`config.mk`:
```
export PLATFORM = sky130hd
export DESIGN_NAME = heichips25_spi_cfg_target
export DESIGN_NICKNAME = d
export VERILOG_FILES = /design/src/rtl/heichips25_spi_cfg_target.sv
export SDC_FILE = /design/constraint.sdc
export NUM_CORES = 1
export LEC_CHECK = 0
export ABC_AREA = 1
export CELL_PAD_IN_SITES_DETAIL_PLACEMENT = 1
export CELL_PAD_IN_SITES_GLOBAL_PLACEMENT = 1
export CORE_ASPECT_RATIO = 1.75
export CORE_MARGIN = 2
export CORE_UTILIZATION = 47
export DETAILED_ROUTE_END_ITERATION = 6
export PLACE_DENSITY = 0.82
export SKIP_LAST_GASP = 1
export SLEW_MARGIN = 20
export SYNTH_ARGS = -nofsm -noshare
export SYNTH_HDL_FRONTEND = slang
export SYNTH_SLANG_ARGS = --single-unit
```
`constraint.sdc`:
```
create_clock -name fpga_clk_i -period 3.8 [get_ports fpga_clk_i]
set_input_delay 0.76 -clock fpga_clk_i [delete_from_list [all_inputs] [get_ports fpga_clk_i]]
set_output_delay 0.76 -clock fpga_clk_i [all_outputs]
set_load 0.02 [all_outputs]
```
`src/rtl/heichips25_spi_cfg_target.sv`:
```
// heichips25_spi_cfg_target
// SPI mode-0 target that accepts a configuration bitstream from an external
// host. SPI pins are oversampled in the fabric clock domain. A one-byte
// command selects WRITE (0x01), which packs mosi into MSB-first words and
// queues them for the config loader through a small FIFO.
// Optional feature macro: SPI_CFG_STATUS_READ_EN enables the STATUS command
// (0x05), which shifts a status byte out on miso. Without it, 0x05 is ignored,
// miso/miso_en are tied low, and overflow/partial clear only on reset.
module heichips25_spi_cfg_target #(
  parameter int WORD_W      = 32,
  parameter int FIFO_DEPTH  = 4,
  parameter int SYNC_STAGES = 2
) (
  input  logic              fpga_clk_i,
  input  logic              fpga_rst_ni,
  input  logic              spi_sclk_i,
  input  logic              spi_cs_n_i,
  input  logic              spi_mosi_i,
  output logic              spi_miso_o,
  output logic              spi_miso_en_o,
  output logic [WORD_W-1:0] cfg_word_o,
  output logic              cfg_valid_o,
  input  logic              cfg_ready_i,
  output logic              busy_o,
  output logic              overflow_o,
  output logic [15:0]       word_count_o
);

  localparam int CNT_W = $clog2(WORD_W);
  localparam int PTR_W = $clog2(FIFO_DEPTH);
  localparam logic [CNT_W-1:0] CNT_CMD_LAST  = CNT_W'(7);
  localparam logic [CNT_W-1:0] CNT_WORD_LAST = CNT_W'(WORD_W - 1);
  localparam logic [PTR_W:0]   FIFO_FULL_CNT = (PTR_W + 1)'(FIFO_DEPTH);
  localparam logic [7:0]       CMD_WRITE     = 8'h01;
`ifdef SPI_CFG_STATUS_READ_EN
  localparam logic [7:0]       CMD_STATUS    = 8'h05;
`endif

  typedef enum logic [2:0] {
    ST_IDLE   = 3'd0,
    ST_CMD    = 3'd1,
    ST_WRITE  = 3'd2,
    ST_STATUS = 3'd3,
    ST_IGNORE = 3'd4
  } state_t;

  // Word counter increments saturate instead of wrapping.
  function automatic logic [15:0] sat_inc16(input logic [15:0] v);
    return (v == 16'hFFFF) ? v : v + 16'd1;
  endfunction

  logic [SYNC_STAGES-1:0] sclk_sync, cs_sync, mosi_sync;
  logic                   sclk_p0, cs_p0, mosi_p0;
  logic                   sclk_d, cs_d;
  logic                   sclk_rise_p1, cs_fall_p1, cs_rise_p1, mosi_p1;

  state_t                 state_q, state_d;
  logic [CNT_W-1:0]       bit_cnt_q;
  logic [WORD_W-2:0]      shift_q;
  logic [WORD_W-1:0]      word_in;
  logic [7:0]             cmd_byte;

  logic                   shift_en, cmd_done, enter_write, push_req;
  logic                   partial_set, status_clr;

  logic [WORD_W-1:0]      mem [FIFO_DEPTH];
  logic [PTR_W-1:0]       wr_ptr_q, rd_ptr_q;
  logic [PTR_W:0]         fifo_cnt_q;
  logic                   fifo_empty, fifo_full, pop, accept;

  logic                   busy_q, overflow_q, partial_q;
  logic [15:0]            word_cnt_q;

  // ---- stage p0: synchronized pin levels
  // Control pins pass through a reset synchronizer chain; cs_n idles high.
  always_ff @(posedge fpga_clk_i or negedge fpga_rst_ni) begin
    if (!fpga_rst_ni) begin
      sclk_sync <= '0;
      cs_sync   <= '1;
    end else begin
      sclk_sync <= {sclk_sync[SYNC_STAGES-2:0], spi_sclk_i};
      cs_sync   <= {cs_sync[SYNC_STAGES-2:0], spi_cs_n_i};
    end
  end

  // mosi is pure data and needs no reset.
  always_ff @(posedge fpga_clk_i) begin
    mosi_sync <= {mosi_sync[SYNC_STAGES-2:0], spi_mosi_i};
    mosi_p1   <= mosi_p0;
  end

  assign sclk_p0 = sclk_sync[SYNC_STAGES-1];
  assign cs_p0   = cs_sync[SYNC_STAGES-1];
  assign mosi_p0 = mosi_sync[SYNC_STAGES-1];

  // ---- stage p1: registered edge pulses that drive the FSM
  // Previous-level registers plus the registered edge pulses.
  always_ff @(posedge fpga_clk_i or negedge fpga_rst_ni) begin
    if (!fpga_rst_ni) begin
      sclk_d       <= 1'b0;
      cs_d         <= 1'b1;
      sclk_rise_p1 <= 1'b0;
      cs_fall_p1   <= 1'b0;
      cs_rise_p1   <= 1'b0;
    end else begin
      sclk_d       <= sclk_p0;
      cs_d         <= cs_p0;
      sclk_rise_p1 <= sclk_p0 & ~sclk_d;
      cs_fall_p1   <= ~cs_p0 & cs_d;
      cs_rise_p1   <= cs_p0 & ~cs_d;
    end
  end

  assign word_in  = {shift_q, mosi_p1};
  assign cmd_byte = {shift_q[6:0], mosi_p1};

  // FSM state register.
  always_ff @(posedge fpga_clk_i or negedge fpga_rst_ni) begin
    if (!fpga_rst_ni) state_q <= ST_IDLE;
    else              state_q <= state_d;
  end

  // FSM next-state: cs_n rise always returns to IDLE.
  always_comb begin
    state_d = state_q;
    if (cs_rise_p1) begin
      state_d = ST_IDLE;
    end else begin
      case (state_q)
        ST_IDLE: if (cs_fall_p1) state_d = ST_CMD;
        ST_CMD: begin
          if (cmd_done) begin
            if (cmd_byte == CMD_WRITE) state_d = ST_WRITE;
`ifdef SPI_CFG_STATUS_READ_EN
            else if (cmd_byte == CMD_STATUS) state_d = ST_STATUS;
`endif
            else state_d = ST_IGNORE;
          end
        end
        default: ;
      endcase
    end
  end

  // FSM outputs: per-cycle datapath strobes decoded from the current state.
  always_comb begin
    shift_en    = 1'b0;
    cmd_done    = 1'b0;
    enter_write = 1'b0;
    push_req    = 1'b0;
    partial_set = 1'b0;
    status_clr  = 1'b0;
    case (state_q)
      ST_CMD: begin
        shift_en    = sclk_rise_p1;
        cmd_done    = sclk_rise_p1 && !cs_rise_p1 && (bit_cnt_q == CNT_CMD_LAST);
        enter_write = cmd_done && (cmd_byte == CMD_WRITE);
      end
      ST_WRITE: begin
        shift_en    = sclk_rise_p1;
        push_req    = sclk_rise_p1 && (bit_cnt_q == CNT_WORD_LAST);
        partial_set = cs_rise_p1 && (bit_cnt_q != '0);
      end
`ifdef SPI_CFG_STATUS_READ_EN
      ST_STATUS: status_clr = cs_rise_p1;
`endif
      default: ;
    endcase
  end

  // Bit counter: cleared in IDLE and on command decode, wraps per word in WRITE.
  always_ff @(posedge fpga_clk_i or negedge fpga_rst_ni) begin
    if (!fpga_rst_ni) begin
      bit_cnt_q <= '0;
    end else if (state_q == ST_IDLE || cmd_done) begin
      bit_cnt_q <= '0;
    end else if (shift_en) begin
      bit_cnt_q <= push_req ? '0 : bit_cnt_q + CNT_W'(1);
    end
  end

  // Input shift register holds the previous WORD_W-1 bits; data only, no reset.
  always_ff @(posedge fpga_clk_i) begin
    if (shift_en) shift_q <= word_in[WORD_W-2:0];
  end

  // ---- FIFO: a push into a full FIFO is still taken when a pop frees a slot
  assign fifo_empty  = (fifo_cnt_q == '0);
  assign fifo_full   = (fifo_cnt_q == FIFO_FULL_CNT);
  assign cfg_valid_o = ~fifo_empty;
  assign cfg_word_o  = fifo_empty ? '0 : mem[rd_ptr_q];
  assign pop         = cfg_valid_o & cfg_ready_i;
  assign accept      = push_req & (~fifo_full | pop);

  // FIFO pointers and occupancy.
  always_ff @(posedge fpga_clk_i or negedge fpga_rst_ni) begin
    if (!fpga_rst_ni) begin
      wr_ptr_q   <= '0;
      rd_ptr_q   <= '0;
      fifo_cnt_q <= '0;
    end else begin
      if (accept) wr_ptr_q <= wr_ptr_q + PTR_W'(1);
      if (pop)    rd_ptr_q <= rd_ptr_q + PTR_W'(1);
      case ({accept, pop})
        2'b10:   fifo_cnt_q <= fifo_cnt_q + (PTR_W + 1)'(1);
        2'b01:   fifo_cnt_q <= fifo_cnt_q - (PTR_W + 1)'(1);
        default: ;
      endcase
    end
  end

  // FIFO storage; contents are masked by the empty flag, so no reset needed.
  always_ff @(posedge fpga_clk_i) begin
    if (accept) mem[wr_ptr_q] <= word_in;
  end

  // Status flags and accepted-word counter.
  always_ff @(posedge fpga_clk_i or negedge fpga_rst_ni) begin
    if (!fpga_rst_ni) begin
      busy_q     <= 1'b0;
      overflow_q <= 1'b0;
      partial_q  <= 1'b0;
      word_cnt_q <= '0;
    end else begin
      if (enter_write)                             busy_q <= 1'b1;
      else if (state_q != ST_WRITE && fifo_empty)  busy_q <= 1'b0;

      if (push_req && fifo_full && !pop) overflow_q <= 1'b1;
      else if (status_clr)               overflow_q <= 1'b0;

      if (partial_set)     partial_q <= 1'b1;
      else if (status_clr) partial_q <= 1'b0;

      if (enter_write) word_cnt_q <= '0;
      else if (accept) word_cnt_q <= sat_inc16(word_cnt_q);
    end
  end

  assign busy_o       = busy_q;
  assign overflow_o   = overflow_q;
  assign word_count_o = word_cnt_q;

`ifdef SPI_CFG_STATUS_READ_EN
  // miso timing uses the unregistered edges so each bit settles a cycle sooner.
  logic       sclk_fall_c, cs_rise_c, enter_status;
  logic [7:0] status_byte, st_sh_q;
  logic       st_skip_q, miso_q, miso_en_q;

  assign sclk_fall_c  = ~sclk_p0 & sclk_d;
  assign cs_rise_c    = cs_p0 & ~cs_d;
  assign enter_status = cmd_done && (cmd_byte == CMD_STATUS);
  assign status_byte  = {busy_q, overflow_q, partial_q, fifo_full, fifo_empty, 3'b000};

  // Status shifter: bit 7 is loaded on entry; the sclk fall that ends the
  // command byte is skipped so the host samples bit 7 on its next rise.
  always_ff @(posedge fpga_clk_i or negedge fpga_rst_ni) begin
    if (!fpga_rst_ni) begin
      st_sh_q   <= '0;
      st_skip_q <= 1'b0;
      miso_q    <= 1'b0;
      miso_en_q <= 1'b0;
    end else if (enter_status) begin
      st_sh_q   <= {status_byte[6:0], 1'b0};
      st_skip_q <= 1'b1;
      miso_q    <= status_byte[7];
      miso_en_q <= 1'b1;
    end else if (cs_rise_c || state_q != ST_STATUS) begin
      st_skip_q <= 1'b0;
      miso_q    <= 1'b0;
      miso_en_q <= 1'b0;
    end else if (sclk_fall_c) begin
      if (st_skip_q) begin
        st_skip_q <= 1'b0;
      end else begin
        miso_q  <= st_sh_q[7];
        st_sh_q <= {st_sh_q[6:0], 1'b0};
      end
    end
  end

  assign spi_miso_o    = miso_q;
  assign spi_miso_en_o = miso_en_q;
`else
  assign spi_miso_o    = 1'b0;
  assign spi_miso_en_o = 1'b0;
`endif

endmodule
```
## Word-level counts from Yosys, hierarchy flattened

Memories as Yosys holds them, arrays and structs flattened.
Index checks and enable logic that the tools add are counted.
Widths: inputs -> output; s select.

| operators by class | value |
|---|---|
| eq/ne operators | 13 |
| reductions and logical operators | 20 |
| add/subtract/negate cells | 6 |
| muxes and demuxes | 21 |
| bitwise operators | 11 |

Operators by type and width:

| cell | count |
|---|---|
| $mux 16 | 3 |
| $mux 32 | 1 |
| $add 16x1->16 const B | 1 |
| $eq 16x16->1 const B | 1 |
| $mux 5 | 3 |
| $mux 3 | 4 |
| $pmux 3 s2 | 2 |
| $eq 8x1->1 const B | 1 |
| $mux 1 | 8 |
| $reduce_bool 2->1 | 4 |
| $logic_and 1x1->1 | 7 |
| $logic_not 3->1 | 2 |
| $ne 3x3->1 const B | 2 |
| $add 5x1->5 const B | 1 |
| $and 1x1->1 | 5 |
| $eq 5x3->1 const B | 1 |
| $eq 5x5->1 const B | 1 |
| $not 1->1 | 5 |
| $add 2x1->2 const B | 2 |
| $add 3x1->3 const B | 1 |
| $eq 3x1->1 const B | 1 |
| $eq 3x2->1 const B | 1 |
| $eq 3x3->1 const B | 1 |
| $ne 3x2->1 const B | 1 |
| 11 further kinds | 12 |

| storage, ports and cells | value |
|---|---|
| memory bits (writable) | 128 |
| memories kept | 1 |
| output and inout port bits | 53 |
| register bits | 76 |

Memories:

| memory | depth | bits a word | rd ports | clocked after Yosys merged registers in | wr ports | line | RTL |
|---|---|---|---|---|---|---|---|
| mem | 4 | 32 | 1 | 0 | 1 | 66 | `logic [WORD_W-1:0] mem [FIFO_DEPTH];` |

## Longest topological paths before layout

Gate-level depths: netlist (run 1).

| logic depth | value |
|---|---|
| depth in word-level cells | 7 |
| mapped depth | 16 |
| depth with buffers taken out | 16 |

## Least setup slack after synthesis (run 1)

No wires, ideal clock.

| timing | value |
|---|---|
| kind | register to register |
| start | reg bit_cnt_q[0] |
| end | mem mem[0][0], enable pin |
| required time | 3379 ps |
| period minus slack after synthesis | 3150 ps |
| library setup time | 421 ps |
| slack | 650 ps |
| arrival | 2729 ps |
| stages on the path, launching flop included | 11 |
| path buffers | 0 |
| cells stage by stage | dfrtp_1 -> ha_1 -> nand2_1 -> nor2_1 -> ha_1 -> nand2_1 -> inv_1 -> nand3_4 -> nor2_4 -> inv_1 -> nor2_1 |

| between the ends | value |
|---|---|
| word-level cells in the longest chain between the ends | 6 |

RTL lines:

| what | line | RTL |
|---|---|---|
| from (decl) | 58 | `logic [CNT_W-1:0] bit_cnt_q;` |
| from (signal assigned) | 178 | `bit_cnt_q <= push_req ? '0 : bit_cnt_q + CNT_W'(1);` |
| $eq 5x5->1 | 161 | `push_req = sclk_rise_p1 && (bit_cnt_q == CNT_WORD_LAST);` |
| $logic_and 1x1->1 | 161 |  |
| $mux 1 | 153 | `case (state_q)` |
| $and 1x1->1 | 193 | `assign accept = push_req & (~fifo_full \| pop);` |
| $mux 1 | 214 | `if (accept) mem[wr_ptr_q] <= word_in;` |
| $mux 1 (not written as such) | 214 |  |
| to (decl) | 66 |  |

Every way passes these cells.

## Final worst setup path (run 1)

| timing | value |
|---|---|
| start | reg rd_ptr_q[0] |
| end | out cfg_word_o[8] |

| between the ends | value |
|---|---|
| word-level cells in the longest chain between the ends | 2 |

RTL lines:

| what | line | RTL |
|---|---|---|
| from (decl) | 67 | `logic [PTR_W-1:0] wr_ptr_q, rd_ptr_q;` |
| from (signal assigned) | 203 | `if (pop) rd_ptr_q <= rd_ptr_q + PTR_W'(1);` |
| $mem_v2 4x32 | n/a |  |
| $mux 32 | 191 | `assign cfg_word_o = fifo_empty ? '0 : mem[rd_ptr_q];` |
| to (decl) | 21 | `output logic [WORD_W-1:0] cfg_word_o,` |

Every way passes these cells.

==> results of run 1 <==
area by class of cell:
class                      count  area [um2]
clock buffer                  21         483
clock inverter                12        88.8
fill                        1836        7690
inverter                      45         169
multi-input combinational    449        2140
sequential                   204        5890
tap                          231         289
timing repair buffer          66         631
worst register-to-register path, cell delays in order, from the launching register on:
cell and delay [ns]:
sky130_fd_sc_hd__dfrtp_1 0.39, sky130_fd_sc_hd__ha_1 0.20, sky130_fd_sc_hd__nand2_1 0.11, sky130_fd_sc_hd__nor2_1 0.11
sky130_fd_sc_hd__ha_1 0.14, sky130_fd_sc_hd__nand2_1 0.06, sky130_fd_sc_hd__inv_1 0.09, sky130_fd_sc_hd__nand3_4 0.14
sky130_fd_sc_hd__nor2_4 0.25, sky130_fd_sc_hd__inv_1 0.18, sky130_fd_sc_hd__nor2_2 0.12, sky130_fd_sc_hd__buf_4 0.47
flip-flops by register name (all words and copies together), names as in the netlist:
register / flops
cs_fall_p1: 1
state_q: 3
shift_q: 31
word_count_o: 16
cs_rise_p1: 1
sclk_sync: 2
busy_o: 1
mosi_p1: 1
rd_ptr_q: 2
fifo_cnt_q: 3
wr_ptr_q: 2
overflow_o: 1
bit_cnt_q: 5
mem: 128
cs_d: 1
cs_sync: 2
sclk_rise_p1: 1
mosi_sync: 2
sclk_d: 1
worst paths after layout:
path	start	slack (ns)	endpoint
setup / recovery	rd_ptr_q[0]	0.30	cfg_word_o[8]
hold / removal	mosi_sync[0]	0.33	mosi_sync[1]
setup reg to reg	bit_cnt_q[0]	1.17	mem[1][23]
hold reg to reg	mosi_sync[0]	0.33	mosi_sync[1]
max in group asynchronous	fpga_rst_ni	2.70	rd_ptr_q[0]
min in group asynchronous	fpga_rst_ni	0.41	word_count_o[9]
cells in the mapped netlist (all sizes together):
library cell	instances	area [um2]
clkbuf	15	56.3
or2	1	6.26
o21ai	74	382
fa	1	20.0
nor2	174	668
o21bai	1	7.51
edfxtp	159	4770
nand4	10	62.6
xor2	7	61.3
nand2	90	355
inv	45	169
dfrtp	39	976
xnor2	4	35.0
ha	7	87.6
a21boi	1	11.3
dfstp	3	78.8
buf	15	87.6
a21oi	33	165
nand3b	1	7.51
nand3	43	243
dfxtp	3	60.1
conb	1	3.75
through the flow:
stage           util  hold slack (ns)  setup WS [ns]  std cells
6_report       0.558            0.332          0.302       1028
5_1_grt        0.558            0.346          0.101       1028
4_1_cts        0.558            0.333          0.251       1028
3_5_place_dp   0.525            0.317          0.800        995
3_3_place_gp   0.525            0.313          0.863        995
2_1_floorplan      -            0.310          0.650        728
routing by layer:
| layer | global-route usage | wire length [um] | part of all wire | vias up |
|---|---|---|---|---|
| li1 | - | - | - | 2572 |
| met1 | 0.242 | 7350 | 0.37 | 2803 |
| met2 | 0.413 | 11100 | 0.55 | 160 |
| met4 | 0.0924 | 715 | 0.036 | 0 |
| met3 | 0.0286 | 833 | 0.042 | 54 |
| met5 | 0 | 0 | 0 | - |
power by group through the flow:
stage          Combinational (mW)  Clock [mW]  Sequential, mW
6_report                     2.18        1.79            2.56
2_1_floorplan                1.28           0            2.58
4_1_cts                      2.20        1.82            2.56
5_1_grt                      2.37        1.90            2.57
3_5_place_dp                 2.19           0            2.60
3_3_place_gp                 2.08           0            2.59
cell families (layout without fill, tap and decap cells):
family	count (synthesis)	in the layout	share of synthesized area
AOI/OAI and AO/OA	109	109	0.0680
xor gates and xnor gates	11	11	0.0116
DFF	204	204	0.708
and+or+nand+nor	319	319	0.161
adders and majority gates	8	8	0.0129
other	1	2	0.000451
buffers and inverters	75	144	0.0376
==> impl_metrics.prom, run 1 <==
# TYPE chip_impl_metric gauge
chip_impl_metric{name="postLayoutCellArea",unit="mm2"} 0.00969
chip_impl_metric{name="area_growth_syn_to_layout",unit="%"} 16.5
chip_impl_metric{name="vdd_ir_drop_max",unit="uV"} 305
chip_impl_metric{name="powerDensity",unit="mW/mm2"} 673
chip_impl_info{name="grt_setup_unrepaired",value="no"} 1
chip_impl_info{name="worstSetupPathType",value="register to output port"} 1
chip_impl_info{name="cells_along_the_critical_path",value="buf_4 > nor2_1 > nor2_1 > o21ai_0 > a21oi_1 > clkdlybuf4s50_1"} 1
chip_impl_metric{name="maxSlewViolCount",unit=""} 0
chip_impl_info{name="worst_hold_path_type",value="register to register"} 1
chip_impl_metric{name="finalWorstPathRequiredPeriod",unit="ns"} 3.50
chip_impl_metric{name="timing.hold.worst_path_depth",unit=""} 0
chip_impl_metric{name="clock_path_buffers",unit=""} 3
chip_impl_metric{name="clock_slew_at_reported_path_ffs",unit="ns"} 0.06
chip_impl_info{name="run_status",value="finished clean"} 1
chip_impl_metric{name="via_per_inst",unit=""} 5.44
chip_impl_metric{name="finClkSkew",unit="ns"} 0.0110
chip_impl_metric{name="yosysSeqAreaShare",unit=""} 0.708
chip_impl_metric{name="yosys_register_bits",unit=""} 204
chip_impl_metric{name="p_int",unit="mW"} 4.30
chip_impl_metric{name="grt_antenna_before_repair",unit=""} 0
chip_impl_metric{name="die_wd",unit="um"} 105
chip_impl_metric{name="post_synth_inst_count",unit=""} 727
chip_impl_metric{name="timing.final.hold_violations",unit=""} 0
chip_impl_metric{name="number_of_buffers_inserted_by_hold_repair_at_cts",unit=""} 0
chip_impl_metric{name="worst-r2r-cell-count",unit=""} 11
chip_impl_metric{name="cts_htree_levels",unit=""} 1
chip_impl_metric{name="maximum_number_of_pins_on_one_net_before_global_route_repair",unit=""} 66
chip_impl_metric{name="power_switching_share",unit=""} 0.340
chip_impl_metric{name="synth-warning-count",unit=""} 0
chip_impl_metric{name="synth.distinct_cells",unit=""} 33
chip_impl_metric{name="post-dp-hpwl",unit="um"} 12900
chip_impl_metric{name="number_of_global_route_vias_before_repair",unit=""} 6334
chip_impl_metric{name="biggest_fanout_along_the_worst_timing_path",unit=""} 65
chip_impl_metric{name="timing_worst_slew_pin_value",unit="ns"} 0.971
chip_impl_metric{name="final_nets",unit=""} 799
chip_impl_metric{name="wirelength",unit="um"} 20000
chip_impl_metric{name="fmaxAchievable",unit="GHz"} 0.286
chip_impl_metric{name="num_antenna_cells",unit=""} 0
chip_impl_metric{name="numCtsBuffers",unit=""} 19
chip_impl_metric{name="setup_viol",unit=""} 0
chip_impl_metric{name="detail_route.drc_violations",unit=""} 0
chip_impl_metric{name="totalNegativeSetupSlack",unit="ns"} 0
chip_impl_metric{name="synth_area_per_cell",unit="um2"} 11.4
chip_impl_metric{name="clk-insertion-delay-late",unit="ns"} 0.49
chip_impl_metric{name="p_clk_frac",unit=""} 0.274
chip_impl_metric{name="layout-drive-gt1-share",unit=""} 0.0816
chip_impl_metric{name="cp_data_required_time",unit="ns"} 3.04
chip_impl_metric{name="die_ar",unit="mm2"} 0.0188
chip_impl_metric{name="grt_pass1_wl",unit="um"} 32400
chip_impl_metric{name="core_region_area",unit="mm2"} 0.0174
chip_impl_metric{name="grt_util_all_layers",unit=""} 0.218
chip_impl_metric{name="critical_path.n_buffers_inverters",unit=""} 2
chip_impl_info{name="cell_chosen_for_the_clock_root",value="sky130_fd_sc_hd__clkbuf_16"} 1
chip_impl_metric{name="cap_viol_max_count",unit=""} 0
chip_impl_metric{name="fin_crit_sh",unit=""} 0.921
chip_impl_info{name="cp_common_cell",value="sky130_fd_sc_hd__nor2_1"} 1
chip_impl_metric{name="drtAntennaViolNets",unit=""} 0
chip_impl_metric{name="total_power",unit="mW"} 6.52
chip_impl_metric{name="number_of_sinks_handled_by_clock_tree_synthesis",unit=""} 204
chip_impl_metric{name="detailroute.via_count",unit=""} 5589
chip_impl_metric{name="chipHeight",unit="um"} 180
chip_impl_metric{name="port_buffers",unit=""} 56
chip_impl_metric{name="detail_route.first_pass.iterations",unit=""} 4
chip_impl_metric{name="syn-cell-area",unit="mm2"} 0.00832
chip_impl_metric{name="place_congestion",unit=""} 0.828
chip_impl_metric{name="path_depth",unit=""} 6
chip_impl_metric{name="post_cts_resized",unit=""} 0
chip_impl_metric{name="place_area",unit="mm2"} 0.00912
chip_impl_metric{name="design.portCount",unit=""} 59
chip_impl_metric{name="floorplan.initialDensity",unit=""} 0.479
chip_impl_metric{name="cts_setup_buffers",unit=""} 0
chip_impl_info{name="layout_commonest_cell",value="sky130_fd_sc_hd__nor2_1"} 1
chip_impl_metric{name="crit_path_max_incr_delay",unit="ns"} 0.65
chip_impl_metric{name="power.sequential.fraction",unit=""} 0.392
chip_impl_info{name="crit_path_start_kind",value="register"} 1
chip_impl_metric{name="drt_initial_violations",unit=""} 348
chip_impl_metric{name="route.detailed.wl_per_inst",unit="um"} 19.4
chip_impl_info{name="crit_family",value="buffers and inverters"} 1
chip_impl_info{name="critical-path-slowest-cell",value="sky130_fd_sc_hd__clkdlybuf4s50_1"} 1
chip_impl_metric{name="core.rowCount",unit=""} 64
chip_impl_info{name="setup.worst_path.end_class",value="output port"} 1
chip_impl_metric{name="timing.max_slew.rel_slack",unit=""} 0.353
chip_impl_info{name="highest_count_cells_in_the_layout_ignoring_fill_and_taps",value="sky130_fd_sc_hd__nor2_1, sky130_fd_sc_hd__edfxtp_1, sky130_fd_sc_hd__nand2_1, sky130_fd_sc_hd__o21ai_0, sky130_fd_sc_hd__clkdlybuf4s50_1"} 1
chip_impl_metric{name="combinationalPowerShare",unit=""} 0.334
chip_impl_metric{name="total_leakage_power",unit="nW"} 3.61
chip_impl_metric{name="netSwitchingPower",unit="mW"} 2.22
chip_impl_metric{name="timing.critical_path.arrival",unit="ns"} 2.74
chip_impl_metric{name="global_route.overflow_total",unit=""} 0
chip_impl_info{name="clock_tree_from_tritoncts",value="done"} 1
Power figures use the tool's default switching activity.
==> inputs of run 2 (changes only) <==
- SLEW_MARGIN: 20 -> 40
- TNS_END_PERCENT: unset -> 100
==> run 2 against run 1 <==
Sequential power is essentially flat; first-iteration DRC count fell by 10%; worst hold slack got worse by 0.067 ns; final area is 0.31% higher; critical endpoint is now cfg_word_o[12]; largest power group unchanged.
==> impl_metrics.prom, run 2 (synthesis gave the netlist of run 1 again) <==
# TYPE chip_impl_metric gauge
chip_impl_info{name="run_status",value="finished clean"} 1
chip_impl_metric{name="fin_hold_ws",unit="ns"} 0.265
chip_impl_metric{name="num_antenna_cells",unit=""} 0
chip_impl_metric{name="maxSlewViolCount",unit=""} 0
chip_impl_metric{name="power.sequential.fraction",unit=""} 0.393
chip_impl_metric{name="detail_route.drc_violations",unit=""} 0
chip_impl_metric{name="grt_antenna_before_repair",unit=""} 0
chip_impl_info{name="grt_setup_unrepaired",value="no"} 1
chip_impl_info{name="crit_path_start_kind",value="register"} 1
chip_impl_metric{name="global_route.overflow_total",unit=""} 0
chip_impl_metric{name="final_nets",unit=""} 800
chip_impl_metric{name="post-dp-hpwl",unit="um"} 12800
chip_impl_metric{name="timing.final.hold_violations",unit=""} 0
chip_impl_metric{name="p_clk_frac",unit=""} 0.273
chip_impl_metric{name="detailroute.via_count",unit=""} 5621
chip_impl_metric{name="clock_slew_at_reported_path_ffs",unit="ns"} 0.07
chip_impl_metric{name="via_per_inst",unit=""} 5.46
chip_impl_metric{name="layout-drive-gt1-share",unit=""} 0.0827
chip_impl_metric{name="drtAntennaViolNets",unit=""} 0
chip_impl_metric{name="detail_route.wirelength.met1",unit="um"} 7570
chip_impl_metric{name="final_util",unit=""} 0.559
chip_impl_metric{name="fin_cells",unit=""} 1029
chip_impl_metric{name="netSwitchingPower",unit="mW"} 2.21
chip_impl_info{name="registers.top_by_ff_count",value="mem"} 1
chip_impl_metric{name="drt_initial_violations",unit=""} 313
chip_impl_info{name="worst_hold_path_type",value="input pin to async pin"} 1
chip_impl_metric{name="cts_htree_levels",unit=""} 1
chip_impl_metric{name="grt_util_all_layers",unit=""} 0.217
chip_impl_metric{name="p_int",unit="mW"} 4.31
chip_impl_metric{name="totalNegativeSetupSlack",unit="ns"} 0
chip_impl_metric{name="route.detailed.wl_per_inst",unit="um"} 19.5
chip_impl_metric{name="vdd_ir_drop_max",unit="uV"} 392
chip_impl_metric{name="design.portCount",unit=""} 59
chip_impl_metric{name="chipHeight",unit="um"} 180
chip_impl_metric{name="dpl.cell_count",unit=""} 995
chip_impl_info{name="cells_along_the_critical_path",value="buf_4 > nor2_1 > nor2_1 > o21ai_0 > a21oi_1 > clkdlybuf4s50_1"} 1
chip_impl_metric{name="biggest_fanout_along_the_worst_timing_path",unit=""} 65
chip_impl_metric{name="cp_data_required_time",unit="ns"} 3.04
chip_impl_info{name="dr_top_layer",value="met4"} 1
chip_impl_metric{name="fin_crit_sh",unit=""} 0.924
chip_impl_metric{name="area_growth_syn_to_layout",unit="%"} 16.8
chip_impl_metric{name="numCtsBuffers",unit=""} 19
chip_impl_metric{name="regArea",unit="mm2"} 0.00589
chip_impl_metric{name="fin_ws",unit="ns"} 0.290
chip_impl_metric{name="critical_path.n_buffers_inverters",unit=""} 2
chip_impl_info{name="critical-path-slowest-cell",value="sky130_fd_sc_hd__clkdlybuf4s50_1"} 1
chip_impl_metric{name="num-fill-cells",unit=""} 1839
chip_impl_metric{name="core_region_area",unit="mm2"} 0.0174
chip_impl_metric{name="finClkSkew",unit="ns"} 0.0133
chip_impl_metric{name="combinationalPowerShare",unit=""} 0.334
chip_impl_info{name="layout_commonest_cell",value="sky130_fd_sc_hd__nor2_1"} 1
chip_impl_metric{name="number_of_buffers_inserted_by_hold_repair_at_cts",unit=""} 0
chip_impl_metric{name="cts_setup_buffers",unit=""} 0
chip_impl_info{name="crit_family",value="buffers and inverters"} 1
chip_impl_metric{name="total_leakage_power",unit="nW"} 3.62
chip_impl_metric{name="ff2ff_setup_slack",unit="ns"} 1.16
chip_impl_info{name="clock_tree_from_tritoncts",value="done"} 1
chip_impl_metric{name="grt_pass1_wl",unit="um"} 32200
chip_impl_metric{name="postLayoutCellArea",unit="mm2"} 0.00972
chip_impl_metric{name="maximum_number_of_pins_on_one_net_before_global_route_repair",unit=""} 66
chip_impl_info{name="setup.worst_path.end_class",value="output port"} 1
chip_impl_metric{name="dr_wl_met2",unit="um"} 11100
chip_impl_metric{name="place_congestion",unit=""} 0.828
chip_impl_metric{name="timing.max_slew.rel_slack",unit=""} 0.516
chip_impl_metric{name="post_cts_resized",unit=""} 0
chip_impl_metric{name="total_power",unit="mW"} 6.51
chip_impl_metric{name="number_of_sinks_handled_by_clock_tree_synthesis",unit=""} 204
chip_impl_metric{name="setup_viol",unit=""} 0
chip_impl_metric{name="port_buffers",unit=""} 56
chip_impl_metric{name="number_of_global_route_vias_before_repair",unit=""} 6284
chip_impl_info{name="highest_count_cells_in_the_layout_ignoring_fill_and_taps",value="sky130_fd_sc_hd__nor2_1, sky130_fd_sc_hd__edfxtp_1, sky130_fd_sc_hd__nand2_1, sky130_fd_sc_hd__o21ai_0, sky130_fd_sc_hd__clkdlybuf4s50_1"} 1
chip_impl_info{name="worstSetupPathType",value="register to output port"} 1
chip_impl_metric{name="finalWorstPathRequiredPeriod",unit="ns"} 3.51
chip_impl_metric{name="die_ar",unit="mm2"} 0.0188
chip_impl_metric{name="crit_path_max_incr_delay",unit="ns"} 0.63
chip_impl_metric{name="timing_worst_slew_pin_value",unit="ns"} 0.724
chip_impl_metric{name="place_area",unit="mm2"} 0.00912
chip_impl_metric{name="floorplan.initialDensity",unit=""} 0.479
chip_impl_metric{name="powerDensity",unit="mW/mm2"} 670
chip_impl_metric{name="clk-insertion-delay-late",unit="ns"} 0.48
chip_impl_metric{name="fmaxAchievable",unit="GHz"} 0.285
chip_impl_info{name="cell_chosen_for_the_clock_root",value="sky130_fd_sc_hd__clkbuf_16"} 1
chip_impl_metric{name="metal3_wl",unit="um"} 723
chip_impl_metric{name="clock_path_buffers",unit=""} 3
chip_impl_metric{name="number_of_flip_flops_in_the_largest_register",unit=""} 128
chip_impl_metric{name="preCtsSetupSlack",unit="ns"} 0.804
chip_impl_metric{name="wirelength",unit="um"} 20000
chip_impl_metric{name="core.rowCount",unit=""} 64
chip_impl_metric{name="power_switching_share",unit=""} 0.339
chip_impl_metric{name="multiInputGateArea",unit="mm2"} 0.00214
chip_impl_info{name="cp_common_cell",value="sky130_fd_sc_hd__nor2_1"} 1
chip_impl_metric{name="cap_viol_max_count",unit=""} 0
chip_impl_metric{name="detail_route.first_pass.iterations",unit=""} 5
chip_impl_metric{name="die_wd",unit="um"} 105
chip_impl_metric{name="timing.critical_path.arrival",unit="ns"} 2.75
[run 2: path summary, 6_finish.rpt]
check,from,endpoint,depth (start not counted)
max in group asynchronous,fpga_rst_ni,rd_ptr_q[0],1
worst max-delay path,rd_ptr_q[0],cfg_word_o[12],6
worst min register to register,mosi_sync[0],mosi_sync[1],0
worst max register to register,bit_cnt_q[0],mem[1][7],11
min in group fpga_clk_i,mosi_sync[0],mosi_sync[1],0
worst min-delay path,fpga_rst_ni,word_count_o[5],1
[run 2: worst reg2reg max path, delay by kind of cell (launching register included)]
family	cells	cell delay (ns)
AND/OR/NAND/NOR	6	0.79
buffers and inverters	3	0.74
flip-flops	1	0.39
adder cells (fa/ha/maj)	2	0.34
[run 2: routing by layer]
| layer | track usage | vias up |
|---|---|---|
| met5 | 0 | - |
| met4 | 0.0946 | 0 |
| met3 | 0.0254 | 55 |
| met2 | 0.413 | 134 |
| met1 | 0.237 | 2852 |
| li1 | - | 2580 |
[run 2: layout make-up]
type / count / area share
clock inverters: 12 / 0.00914
repair buffers: 67 / 0.0680
well taps: 231 / 0.0297
inverters: 45 / 0.0174
multi-input cells: 449 / 0.220
flip-flops and latches: 204 / 0.606
clock buffers: 21 / 0.0497
[run 2: power by group through the flow]
stage | registers, mW | logic, mW | clock network [mW]
CTS | 2.56 | 2.20 | 1.80
finish | 2.56 | 2.18 | 1.78
detailed placement | 2.60 | 2.19 | 0
floorplan | 2.58 | 1.28 | 0
global placement | 2.59 | 2.08 | 0
global route | 2.57 | 2.38 | 1.89
==> inputs of run 3 (changes only) <==
- SETUP_SLACK_MARGIN: unset -> 0.02
==> results of run 3 <==
The final DEF is identical to that of run 2; final timing and power are the same.
